===== config.mk =====
export PLATFORM = sky130hd
export DESIGN_NAME = msk_fifo_flat
export DESIGN_NICKNAME = d
export VERILOG_FILES = /design/src/rtl/msk_fifo_if.sv /design/src/rtl/msk_fifo.sv /design/src/flat_wrapper.sv
export SDC_FILE = /design/constraint.sdc
export NUM_CORES = 1
export LEC_CHECK = 0
export ABC_AREA = 1
export BUFFER_PORTS_ARGS = -buffer_cell sky130_fd_sc_hd__buf_2
export CAP_MARGIN = 10
export CELL_PAD_IN_SITES_DETAIL_PLACEMENT = 1
export CELL_PAD_IN_SITES_GLOBAL_PLACEMENT = 2
export CORE_ASPECT_RATIO = 1.25
export CORE_MARGIN = 4
export CORE_UTILIZATION = 34
export DETAILED_ROUTE_END_ITERATION = 7
export PLACE_DENSITY_LB_ADDON = 0.1
export SKIP_CTS_REPAIR_TIMING = 1
export SYNTH_ARGS = -nofsm -noshare
export SYNTH_HDL_FRONTEND = slang
export SYNTH_SLANG_ARGS = --single-unit

===== constraint.sdc =====
create_clock -name clk -period 4.05 [get_ports clk]
set_clock_uncertainty 0.2 [all_clocks]
set_input_delay 0.6075 -clock clk [delete_from_list [all_inputs] [get_ports clk]]
set_output_delay 0.6075 -clock clk [all_outputs]
set_load 0.03 [all_outputs]

===== src/rtl/msk_fifo_if.sv =====
// Valid/ready handshake bundle for the masked FIFO: a producer side (in_*) and a consumer side (out_*).
// Sharing layout on in/out: bit i*d+j carries share j of masked bit i.
interface msk_fifo_if #(
  parameter int d     = 2,
  parameter int count = 1
);
  logic                 in_valid;
  logic                 in_ready;
  logic [count*d-1:0]   in;
  logic                 out_valid;
  logic                 out_ready;
  logic [count*d-1:0]   out;

  // FIFO side
  modport slave (
    input  in_valid, in, out_ready,
    output in_ready, out_valid, out
  );

  // Environment side: drives the producer inputs and the consumer ready
  modport master (
    output in_valid, in, out_ready,
    input  in_ready, out_valid, out
  );
endinterface


===== src/rtl/msk_fifo.sv =====
// Masked first-word-fall-through FIFO: stores d-share sharings lane by lane, never recombining shares,
// with control driven only by public handshake state. Freed and flushed slots are scrubbed to zero.
module msk_fifo #(
  parameter int d     = 2,
  parameter int count = 1,
  parameter int DEPTH = 4
) (
  input  logic                       clk,
  input  logic                       rst,
  input  logic                       flush,
  output logic [$clog2(DEPTH+1)-1:0] level,
  msk_fifo_if.slave                  bus
);
  localparam int W  = count * d;
  localparam int PW = (DEPTH > 1) ? $clog2(DEPTH) : 1;
  localparam int LW = $clog2(DEPTH + 1);

  logic [W-1:0]  mem [DEPTH];
  logic [PW-1:0] wr_ptr;
  logic [PW-1:0] rd_ptr;
  logic [LW-1:0] level_q;
  logic          push;
  logic          pop;

  function automatic logic [PW-1:0] next_ptr(input logic [PW-1:0] p);
    return (p == PW'(DEPTH - 1)) ? '0 : p + 1'b1;
  endfunction

  // No pass-through when full: a same-cycle pop never frees a slot for the push.
  assign bus.in_ready  = !rst && (level_q != LW'(DEPTH)) && !flush;
  assign bus.out_valid = (level_q != '0);
  assign push          = bus.in_valid && bus.in_ready;
  assign pop           = bus.out_valid && bus.out_ready && !flush;
  assign level         = level_q;

  // Per-lane mux selected by rd_ptr and gated by out_valid; both are public, and no two shares meet.
  always_comb begin
    bus.out = '0;
    for (int k = 0; k < W; k++)
      bus.out[k] = bus.out_valid & mem[rd_ptr][k];
  end

  always_ff @(posedge clk or posedge rst) begin
    if (rst) begin
      // NOTE: the storage array is reset on purpose so that no shares survive a reset.
      for (int e = 0; e < DEPTH; e++) mem[e] <= '0;
      wr_ptr  <= '0;
      rd_ptr  <= '0;
      level_q <= '0;
    end else if (flush) begin
      for (int e = 0; e < DEPTH; e++) mem[e] <= '0;
      wr_ptr  <= '0;
      rd_ptr  <= '0;
      level_q <= '0;
    end else begin
      // Push and pop never target the same slot when both fire, so the write order is irrelevant.
      if (pop) begin
        mem[rd_ptr] <= '0;
        rd_ptr      <= next_ptr(rd_ptr);
      end
      if (push) begin
        mem[wr_ptr] <= bus.in;
        wr_ptr      <= next_ptr(wr_ptr);
      end
      unique case ({push, pop})
        2'b10:   level_q <= level_q + LW'(1);
        2'b01:   level_q <= level_q - LW'(1);
        default: level_q <= level_q;
      endcase
    end
  end
endmodule


===== src/flat_wrapper.sv =====
// flat-port wrapper written by rule: the top's interface ports become plain ports
module msk_fifo_flat 
#(
  parameter int d     = 2,
  parameter int count = 1,
  parameter int DEPTH = 4
)
  (clk, rst, flush, level, bus_in_valid, bus_in, bus_out_ready, bus_in_ready, bus_out_valid, bus_out);
  msk_fifo_if #(.d(d), .count(count)) bus_i ();
  input  logic clk;
  input  logic rst;
  input  logic flush;
  output logic [$clog2(DEPTH+1)-1:0] level;
  input wire logic [$bits(bus_i.in_valid)-1:0] bus_in_valid;
  input wire logic [$bits(bus_i.in)-1:0] bus_in;
  input wire logic [$bits(bus_i.out_ready)-1:0] bus_out_ready;
  output wire logic [$bits(bus_i.in_ready)-1:0] bus_in_ready;
  output wire logic [$bits(bus_i.out_valid)-1:0] bus_out_valid;
  output wire logic [$bits(bus_i.out)-1:0] bus_out;
  assign bus_i.in_valid = bus_in_valid;
  assign bus_i.in = bus_in;
  assign bus_i.out_ready = bus_out_ready;
  assign bus_in_ready = bus_i.in_ready;
  assign bus_out_valid = bus_i.out_valid;
  assign bus_out = bus_i.out;
  msk_fifo #(.d(d), .count(count), .DEPTH(DEPTH)) u_core (.clk(clk), .rst(rst), .flush(flush), .level(level), .bus(bus_i));
endmodule

After elaboration in Yosys (flattened, before gate mapping)
Cells that the tools add are included.
- add/sub/neg operators: 4
- $lt $le $gt $ge: 4
- eq/ne operators: 5
- muxes and demuxes: 20
- bitwise logic cells: 6
- reductions and logical operators: 13
- operator list (cell ; number):
    $mux 8 ; 4
    $mux 2 ; 10
    $and 8x8->8 ; 1
    $bwmux 8 ; 1
    $demux 2 s2 ; 2
    $not 8->8 ; 1
    $logic_and 1x1->1 ; 7
    $eq 2x2->1 const B ; 3
    $ge 3x3->1 const B ; 2
    $lt 3x1->1 const B ; 2
    $not 2->3 ; 2
    $pmux 3 s2 ; 1
    $reduce_bool 3->1 ; 2
    $add 2x1->2 const B ; 2
    $bmux 2 s2 ; 1
    $reduce_bool 2->1 ; 2
    $add 3x1->3 const B ; 1
    $mux 3 ; 1
    $ne 3x3->1 const B ; 1
    $sub 3x1->3 const B ; 1
    $and 1x1->1 ; 2
    $eq 2x1->1 const B ; 1
    $logic_not 1->1 ; 2
- register bits: 15
- bits of input ports: 7
- output and inout port bits: 7
- logic and storage cells: 59

Longest topological paths before layout
Gate-level depths: netlist (run 1).
- depth after elaboration: 12
- gate-level depth with buffers: 11
- depth with buffers taken out: 11

Worst setup path after synthesis (run 1)
OpenSTA, ideal clock, no wires.
- path type: reg-to-output
- start: register u_core.level_q[0], in the netlist u_core.level[0]
- end: output port bus_out[0]
- arrival time: 1.367 ns
- required time: 3.242 ns
- setup slack: 1.875 ns
- cell stages (with the launch flop): 5
- path buffers: 0
- path through: dfrtp_1 > nor2_4 > nand2_4 > inv_1 > a21oi_1
- longest elaborated chain between the ends: 2
- ends and longest elaborated chain (what ; RTL line ; RTL):
    start, declared ; msk_fifo.sv:21 ; logic [LW-1:0] level_q;
    start signal, assigned ; msk_fifo.sv:66 ; 2'b10: level_q <= level_q + LW'(1);
    start signal, assigned ; msk_fifo.sv:67 ; 2'b01: level_q <= level_q - LW'(1);
    start signal, assigned ; msk_fifo.sv:68 ; default: level_q <= level_q;
    $reduce_bool 3->1 ; msk_fifo.sv:31 ; assign bus.out_valid = (level_q != '0);
    via bus_out_valid ; flat_wrapper.sv:18 ; output wire logic [$bits(bus_i.out_valid)-1:0] bus_out_valid;
    $and 1x1->1 ; msk_fifo.sv:40 ; bus.out[k] = bus.out_valid & mem[rd_ptr][k];
    end, declared ; flat_wrapper.sv:19 ; output wire logic [$bits(bus_i.out)-1:0] bus_out;
The timed path passes the listed nets, and every way through them passes these cells.

Worst setup path in the final report (run 1)
- start: register u_core.rd_ptr[0]
- end: output port bus_out[0]
- longest elaborated chain between the ends: 5
- ends and longest elaborated chain (what ; RTL line ; RTL):
    start, declared ; msk_fifo.sv:20 ; logic [PW-1:0] rd_ptr;
    start signal, assigned ; msk_fifo.sv:59 ; rd_ptr <= next_ptr(rd_ptr);
    $not 2->3 (not written as such) ; msk_fifo.sv:40 ;
    $bmux 2 s2 ; msk_fifo.sv:40 ;
    $mux 2 (not written as such) (2 in a row) ; msk_fifo.sv:40 ;
    $and 1x1->1 ; msk_fifo.sv:40 ;
Every way passes these cells. The select of a mux whose other input is x is not followed.

==> results of run 1 <==
-- metal layers --
metal,up-vias,global-route usage (%),routed length [µm]
met1,429,14.5,969
met4,0,6.38,34
met5,-,0,0
met3,4,1.91,47
met2,11,29.7,1340
li1,431,-,-
-- registers in the layout, indices dropped and copies added, names as in the netlist --
register	cells
u_core.level	3
u_core.mem	8
u_core.rd_ptr	2
u_core.wr_ptr	2
-- critical path, stage by stage (launching register included) --
cell     delay (ps)
dfrtp_1         470
inv_1           220
o21ai_0         140
a21oi_1         150
buf_2           210
-- worst paths after layout --
| path | to | slack (ps) | cells past startpoint |
|---|---|---|---|
| worst min register to register | u_core.mem[1] | 350 | 2 |
| worst max register to register | u_core.level[2] | 2120 | 11 |
| worst max-delay path | bus_out[0] | 1780 | 4 |
| max in group asynchronous | u_core.mem[0] | 3040 | 2 |
| min in group clk | u_core.mem[1] | 350 | 2 |
| worst min-delay path | u_core.level[0] | 200 | 2 |
-- through the flow --
| step | cell area (µm²) | worst slack, ps | hold WS, ps | std cells | power (µW) |
|---|---|---|---|---|---|
| 6_report | 1080 | 1780 | 202 | 172 | 430 |
| 3_5_place_dp | 1060 | 1850 | 345 | 168 | 350 |
| 4_1_cts | 1080 | 1760 | 207 | 172 | 442 |
| 5_1_grt | 1080 | 1610 | 225 | 172 | 472 |
| 3_3_place_gp | 1060 | 1920 | 341 | 168 | 345 |
| 2_1_floorplan | 953 | 1880 | 306 | 122 | 303 |
-- area by class of cell --
cell class | instances | area (µm²)
fill | 365 | 1600
clock inverter | 1 | 5.00
sequential | 15 | 375
clock buffer | 3 | 22.5
inverter | 17 | 65.1
multi-input combinational | 89 | 509
timing repair buffer | 13 | 65.1
tap | 34 | 42.5
-- kinds of logic after synthesis --
family                     synth area share, %
and+or+nand+nor                           21.1
adders and majority gates                 12.6
buffers and inverters                     7.22
DFF                                       39.4
AOI/OAI and AO/OA                         19.7
-- cell usage after synthesis, types with 2 or more instances --
| master | count | area share [%] |
|---|---|---|
| inv_1 | 15 | 5.9 |
| ha_1 | 8 | 10 |
| o21ai_0 | 25 | 13 |
| dfrtp_1 | 15 | 39 |
| nor2_1 | 9 | 3.5 |
| nand3_1 | 5 | 2.6 |
| nand2_2 | 2 | 1.3 |
| nand2_1 | 23 | 9.1 |
| a21oi_1 | 11 | 5.8 |
| nor2_4 | 2 | 2.4 |
-- layout by cell type, fill, tap and decap left out, types with 3 or more instances in the layout --
| cell type | netlist | routed |
|---|---|---|
| a21oi_1 | 11 | 11 |
| buf_2 | 0 | 13 |
| clkbuf_4 | 0 | 3 |
| dfrtp_1 | 15 | 15 |
| ha_1 | 8 | 8 |
| inv_1 | 15 | 15 |
| nand2_1 | 23 | 23 |
| nand3_1 | 5 | 5 |
| nor2_1 | 9 | 9 |
| o21ai_0 | 25 | 25 |
-- report_power, final --
| group | leakage (µW) | total [µW] | internal (µW) | switching (µW) |
|---|---|---|---|---|
| logic | 0.000325 | 153 | 50.3 | 102 |
| clock network | 0.0000177 | 86.6 | 36.6 | 50.0 |
| registers | 0.000205 | 191 | 167 | 23.3 |
| total | 0.000547 | 430 | 254 | 176 |
==> flow_summary.yaml, run 1 <==
outcome:
  status: "completed"
detailed_routing:
  dr.pass1.iters: 4
  routed_wl_um: 2390
  postRouteAntennaNets: 0
  routedWlPerCell_um: 13.9
  vias: 875
  drt-initial-drc-count: 19
  via_per_inst: 5.09
  drc_errors: 0
timing:
  final-setup-viol-count: 0
  max_freq_mhz: 441
  rsz0062_at_grt: "false"
  period_share_pct: 55.9
  maxSlewHeadroom_pct: 58.0
  period_minus_slack_ps: 2270
  worst_pin_slew_ps: 630
  finalSetupTns_ps: 0
  hold_viol_final: 0
  finalMaxSlewViolations: 0
yosys:
  synth_nets: 138
  synth.distinct_cells: 17
  synth_edf_count: 0
  synthCells: 122
  ys_async_sr_fraction_pct: 100
  synth.avg_cell_area_um2: 7.81
  ys_warn_count: 0
  netlist_area_um2: 953
  yosysSeqAreaShare_pct: 39.4
  ys.flop_type: "dfrtp_1"
  synth_seq_cells: 15
pwr:
  p_per_area_nw_per_um2: 396
  ir_worst_vdd_v: 0.000166
  power.leakage_uw: 0.000547
cts:
  clk_pin_slew_ps: 100
  cts_buffer_depth: 2
  cts_buffers: 3
  cts-root-buf: "clkbuf_4"
  clock_latency_ps: 280
  cts.sinks: 15
  cts_tree: "yes"
  cts_htree_levels: 1
die:
  die_area_um2: 3720
  initial_core_util_pct: 35.6
  rows: 21
  die_h_um: 67.2
  core_um2: 2680
  io_pins: 14
  die_w_um: 55.4
finish:
  area.growth.synth_to_final_pct: 13.8
  nets: 155
  fin_util_pct: 40.5
  antenna_cells: 0
  drive_above_1_share_pct: 18.1
place:
  gp_congestion: 0.749
  dp_hpwl_um: 1950
  io_buffers: 13
worst_setup_path:
  crit_fanout: 8
  cp.arrival_ps: 1460
  path_class: "register to output port"
  cp-startpoint: "u_core.rd_ptr[0]"
  critPathLaunchType: "register"
  cp.required_ps: 3240
  r2r_start: "u_core.level[0]"
  cp-end-kind: "output port"
grt:
  grt_first_pass_wirelength_um: 4220
  first_global_vias: 967
  grt_overflow: 0
  grt.total_usage_pct: 14.5
  grt_max_degree: 16
  antenna_found_initial: 0
min_path:
  min_path_type: "input pin to asynchronous set/reset pin"
job:
  maxCapViolations: 0
Power figures use the tool's default switching activity.
==> run 2: changes to the inputs <==
--- a/config.mk
+++ b/config.mk
@@ -12,7 +12,7 @@
 export CELL_PAD_IN_SITES_GLOBAL_PLACEMENT = 2
 export CORE_ASPECT_RATIO = 1.25
 export CORE_MARGIN = 4
-export CORE_UTILIZATION = 34
+export CORE_UTILIZATION = 32
 export DETAILED_ROUTE_END_ITERATION = 7
 export PLACE_DENSITY_LB_ADDON = 0.1
 export SKIP_CTS_REPAIR_TIMING = 1
==> constraint.sdc (replaced) <==
create_clock -name clk -period 2.35 [get_ports clk]
set_clock_uncertainty 0.2 [all_clocks]
set_input_delay 0.3525 -clock clk [delete_from_list [all_inputs] [get_ports clk]]
set_output_delay 0.3525 -clock clk [all_outputs]
set_load 0.03 [all_outputs]
==> flow_summary.yaml, run 2 (same netlist as run 1, synthesis figures left out) <==
pwr:
  ir_worst_vdd_v: 0.000409
  p_per_area_nw_per_um2: 673
  power.leakage_uw: 0.000553
worst_setup_path:
  critPathBufInv: 4
  path_cells: "dlygate4sd3_1, buf_2, nor2_1, nand3_2, nand2_2, inv_1, fa_1, inv_1, nand3_1, nand3_1, nand2_1"
  cp_slowest_stage_delay_ps: 530
  critPathLaunchType: "input pin"
  cp_slowest_cell: "dlygate4sd3_1"
  path_class: "input pin to register"
  crit_fanout: 4
  cp_top_family: "buffers and inverters"
  cp.required_ps: 2330
  cp.arrival_ps: 2120
  cp-end-kind: "register"
place:
  post_dp_cell_area_um2: 1060
  dp_slack_ps: 401
  gp_congestion: 0.793
  dp_hpwl_um: 1860
  placedCellCount: 169
  io_buffers: 13
finish:
  drive_above_1_share_pct: 17.9
  nets: 157
  fill_cells: 362
  stdcell_count: 174
  layout_common_cells: "o21ai_0 (25), nand2_1 (23), inv_1 (15), dfrtp_1 (15), buf_2 (13)"
  top_register: "u_core.mem"
  antenna_cells: 0
  fin_util_pct: 39.9
  final_common_cell: "o21ai_0"
  largest_reg_flops: 8
  finish.instance_area_um2: 1100
  area.growth.synth_to_final_pct: 15.5
die:
  die_area_um2: 3920
  rows: 21
  initial_core_util_pct: 34.6
  die_h_um: 69.0
  core_um2: 2760
  die_w_um: 56.8
  io_pins: 14
timing:
  finalSetupTns_ps: 0
  finalMaxSlewViolations: 0
  period_share_pct: 90.8
  layout_setup_ws_ps: 216
  maxSlewHeadroom_pct: 61.2
  rsz0062_at_grt: "false"
  period_minus_slack_ps: 2130
  max_freq_mhz: 469
  final-setup-viol-count: 0
  worst_pin_slew_ps: 582
  hold_viol_final: 0
detailed_routing:
  via_per_inst: 4.81
  vias: 837
  routedWlPerCell_um: 13.0
  drt-initial-drc-count: 14
  routed_wl_um: 2250
  postRouteAntennaNets: 0
  drc_errors: 0
  dr.pass1.iters: 3
grt:
  first_global_vias: 865
  grt_first_pass_wirelength_um: 3820
  grt_overflow: 0
  antenna_found_initial: 0
  grt.total_usage_pct: 12.4
  grt_max_degree: 16
cts:
  cts_buffers: 3
  cts-root-buf: "clkbuf_4"
  cts_htree_levels: 1
  cts_buffer_depth: 2
  cts.sinks: 15
  clk_pin_slew_ps: 100
  clock_latency_ps: 280
  cts_tree: "yes"
job:
  maxCapViolations: 0
outcome:
  status: "completed"
min_path:
  min_path_type: "input pin to register"
-- run 2: cell count changes in the layout (fill, tap and decap cells not counted) --
cell,change
clkinv_2,-1
dlygate4sd3_1,+1
clkbuf_1,+1
buf_4,+1
-- run 2: final cells by class --
| class | count | area [µm²] | share of cell area [%] |
|---|---|---|---|
| sequential | 15 | 375 | 34.1 |
| inverter | 17 | 65.1 | 5.91 |
| multi-input combinational | 89 | 509 | 46.2 |
| tap | 34 | 42.5 | 3.86 |
| timing repair buffer | 15 | 82.6 | 7.50 |
| clock buffer | 4 | 26.3 | 2.39 |
-- run 2: report_power, final --
group / total [µW] / switching [µW] / internal [µW]
registers: 329 / 40.5 / 289
logic: 263 / 175 / 88.2
clock network: 149 / 83.4 / 65.8
-- run 2: worst min-delay path: stages --
cell	delay [ps]
buf_2	130
nor2_4	60
nand2_1	40
o21ai_0	60
-- run 2: final timing paths --
kind	cells after the start	startpoint	endpoint	slack [ps]
setup / recovery	11	rst	u_core.level[2]	220
hold / removal	4	flush	u_core.rd_ptr[1]	210
setup reg to reg	11	u_core.level[0]	u_core.level[2]	440
hold reg to reg	2	u_core.mem[2]	u_core.mem[2]	350
max in group asynchronous	3	rst	u_core.level[1]	1080
min in group asynchronous	3	rst	u_core.level[2]	480
-- run 2: routing by layer --
metal  track usage [%]  routed length, µm
met1              14.1                973
met2              22.2               1210
met3              2.24                 45
met4              5.41                 21
met5                 0                  0
-- run 2: through the flow --
step | power, µW | hold WS (ps)
2_1_floorplan | 522 | 54.0
3_3_place_gp | 599 | 261
3_5_place_dp | 603 | 260
4_1_cts | 758 | -61.0
5_1_grt | 810 | 197
6_report | 742 | 210
==> run 3: changes to the inputs <==
--- a/config.mk
+++ b/config.mk
@@ -12,7 +12,8 @@
 export CELL_PAD_IN_SITES_GLOBAL_PLACEMENT = 2
 export CORE_ASPECT_RATIO = 1.25
 export CORE_MARGIN = 4
-export CORE_UTILIZATION = 32
+export CORE_UTILIZATION = 34
+export CTS_CLUSTER_SIZE = 20
 export DETAILED_ROUTE_END_ITERATION = 7
 export PLACE_DENSITY_LB_ADDON = 0.1
 export SKIP_CTS_REPAIR_TIMING = 1
==> constraint.sdc (replaced) <==
create_clock -name clk -period 2.48 [get_ports clk]
set_clock_uncertainty 0.2 [all_clocks]
set_input_delay 0.372 -clock clk [delete_from_list [all_inputs] [get_ports clk]]
set_output_delay 0.372 -clock clk [all_outputs]
set_load 0.03 [all_outputs]
==> flow_summary.yaml, run 3 (same netlist as run 1, synthesis figures left out) <==
outcome:
  status: "completed"
grt:
  antenna_found_initial: 0
  grt_max_degree: 16
  grt_overflow: 0
  grt.total_usage_pct: 14.2
  grt_first_pass_wirelength_um: 4110
  first_global_vias: 940
timing:
  maxSlewHeadroom_pct: 58.1
  finalSetupTns_ps: 0
  finalMaxSlewViolations: 0
  worst_pin_slew_ps: 628
  period_share_pct: 87.4
  max_freq_mhz: 462
  hold_viol_final: 0
  rsz0062_at_grt: "false"
  final-setup-viol-count: 0
  period_minus_slack_ps: 2170
pwr:
  power.leakage_uw: 0.000556
  swShare_pct: 40.8
  finalPower_uw: 707
  net-switching-power_uw: 288
  ir_worst_vdd_v: 0.000398
  p_per_area_nw_per_um2: 641
  p_int_uw: 418
  comb_power_share_pct: 35.5
  p_seq_share_pct: 44.4
  clkPwrFrac_pct: 20.1
finish:
  antenna_cells: 0
  top_register: "u_core.mem"
  layout_common_cells: "o21ai_0 (25), nand2_1 (23), inv_1 (15), dfrtp_1 (15), buf_2 (13)"
  drive_above_1_share_pct: 18.6
  area.growth.synth_to_final_pct: 15.6
  nets: 157
  largest_reg_flops: 8
  final_common_cell: "o21ai_0"
cts:
  cts_htree_levels: 1
  cts_tree: "yes"
  clock_latency_ps: 280
  cts_buffer_depth: 2
  cts_buffers: 3
  cts.sinks: 15
  cts-root-buf: "clkbuf_4"
  clk_pin_slew_ps: 90
detailed_routing:
  routedWlPerCell_um: 13.6
  drt-initial-drc-count: 30
  vias: 852
  dr.pass1.iters: 4
  drc_errors: 0
  postRouteAntennaNets: 0
  via_per_inst: 4.90
  routed_wl_um: 2360
worst_setup_path:
  cp_slowest_stage_delay_ps: 550
  path_class: "input pin to register"
  cp_slowest_cell: "dlygate4sd3_1"
  path_cells: "dlygate4sd3_1, buf_2, nor2_1, nand3_2, nand2_2, inv_1, fa_1, inv_1, nand3_1, nand3_1, nand2_1"
  crit_fanout: 4
  cp-startpoint: "rst"
  cp.required_ps: 2460
  r2r_start: "u_core.level[0]"
  cp.arrival_ps: 2150
  critPathLaunchType: "input pin"
  cp-end-kind: "register"
die:
  io_pins: 14
  rows: 21
  die_h_um: 67.2
  die_area_um2: 3720
  die_w_um: 55.4
  core_um2: 2680
  initial_core_util_pct: 35.6
place:
  gp_congestion: 0.752
  dp_hpwl_um: 1950
  io_buffers: 13
min_path:
  hold_start: "bus_in[1]"
  min_path_type: "input pin to register"
job:
  maxCapViolations: 0
run 3: cell types whose count changed in the layout (fill, tap and decap cells not counted):
cell,previous run,this run
clkbuf_1,1,0
clkinv_2,1,2
run 3: metrics by stage:
stage                     std cells  setup WS, ps  hold slack, ps  cell area [µm²]  utilization, %
after detailed placement        169           516             296             1060            39.7
after global placement          169           582             283             1060            39.7
after CTS                       173           385           -36.5             1090            40.8
final                           174           314             226             1100            41.1
after floorplan                 122           470            73.5              953               -
after global routing            174           147             238             1100            41.1
run 3: worst max-delay path, delay by kind of cell:
kind,cells,cell delay (ps)
simple gates,6,590
fa+ha+maj,1,380
buf+inv,4,810
run 3: power by group through the flow:
stage / sequential (µW) / combinational (µW) / clock (µW)
2_1_floorplan: 324 / 170 / 0
3_3_place_gp: 316 / 248 / 0
3_5_place_dp: 320 / 255 / 0
4_1_cts: 315 / 256 / 158
5_1_grt: 320 / 294 / 161
6_report: 314 / 251 / 142
run 3: worst paths after layout:
check,to,slack [ps],cells after the start
setup / recovery,u_core.level[2],310,11
hold / removal,u_core.mem[5],230,3
setup reg to reg,u_core.level[2],550,11
max in group asynchronous,u_core.mem[2],1130,3
min in group asynchronous,u_core.rd_ptr[0],540,3
hold reg to reg,u_core.mem[1],350,2
run 3: per-layer routing:
layer	vias to the layer above	track usage, %	part of all wire [%]
met4	0	4.56	0.64
li1	438	-	-
met1	407	14.3	39
met3	2	2.10	2.1
met2	5	29.6	58
met5	-	0	0
run 3: cell type report:
class / instances / area (µm²)
multi-input cells: 89 / 509
fillers: 359 / 1580
well taps: 34 / 42.5
clock inverters: 1 / 5.00
inverters: 17 / 65.1
repair buffers: 15 / 82.6
clock buffers: 3 / 22.5
flip-flops and latches: 15 / 375
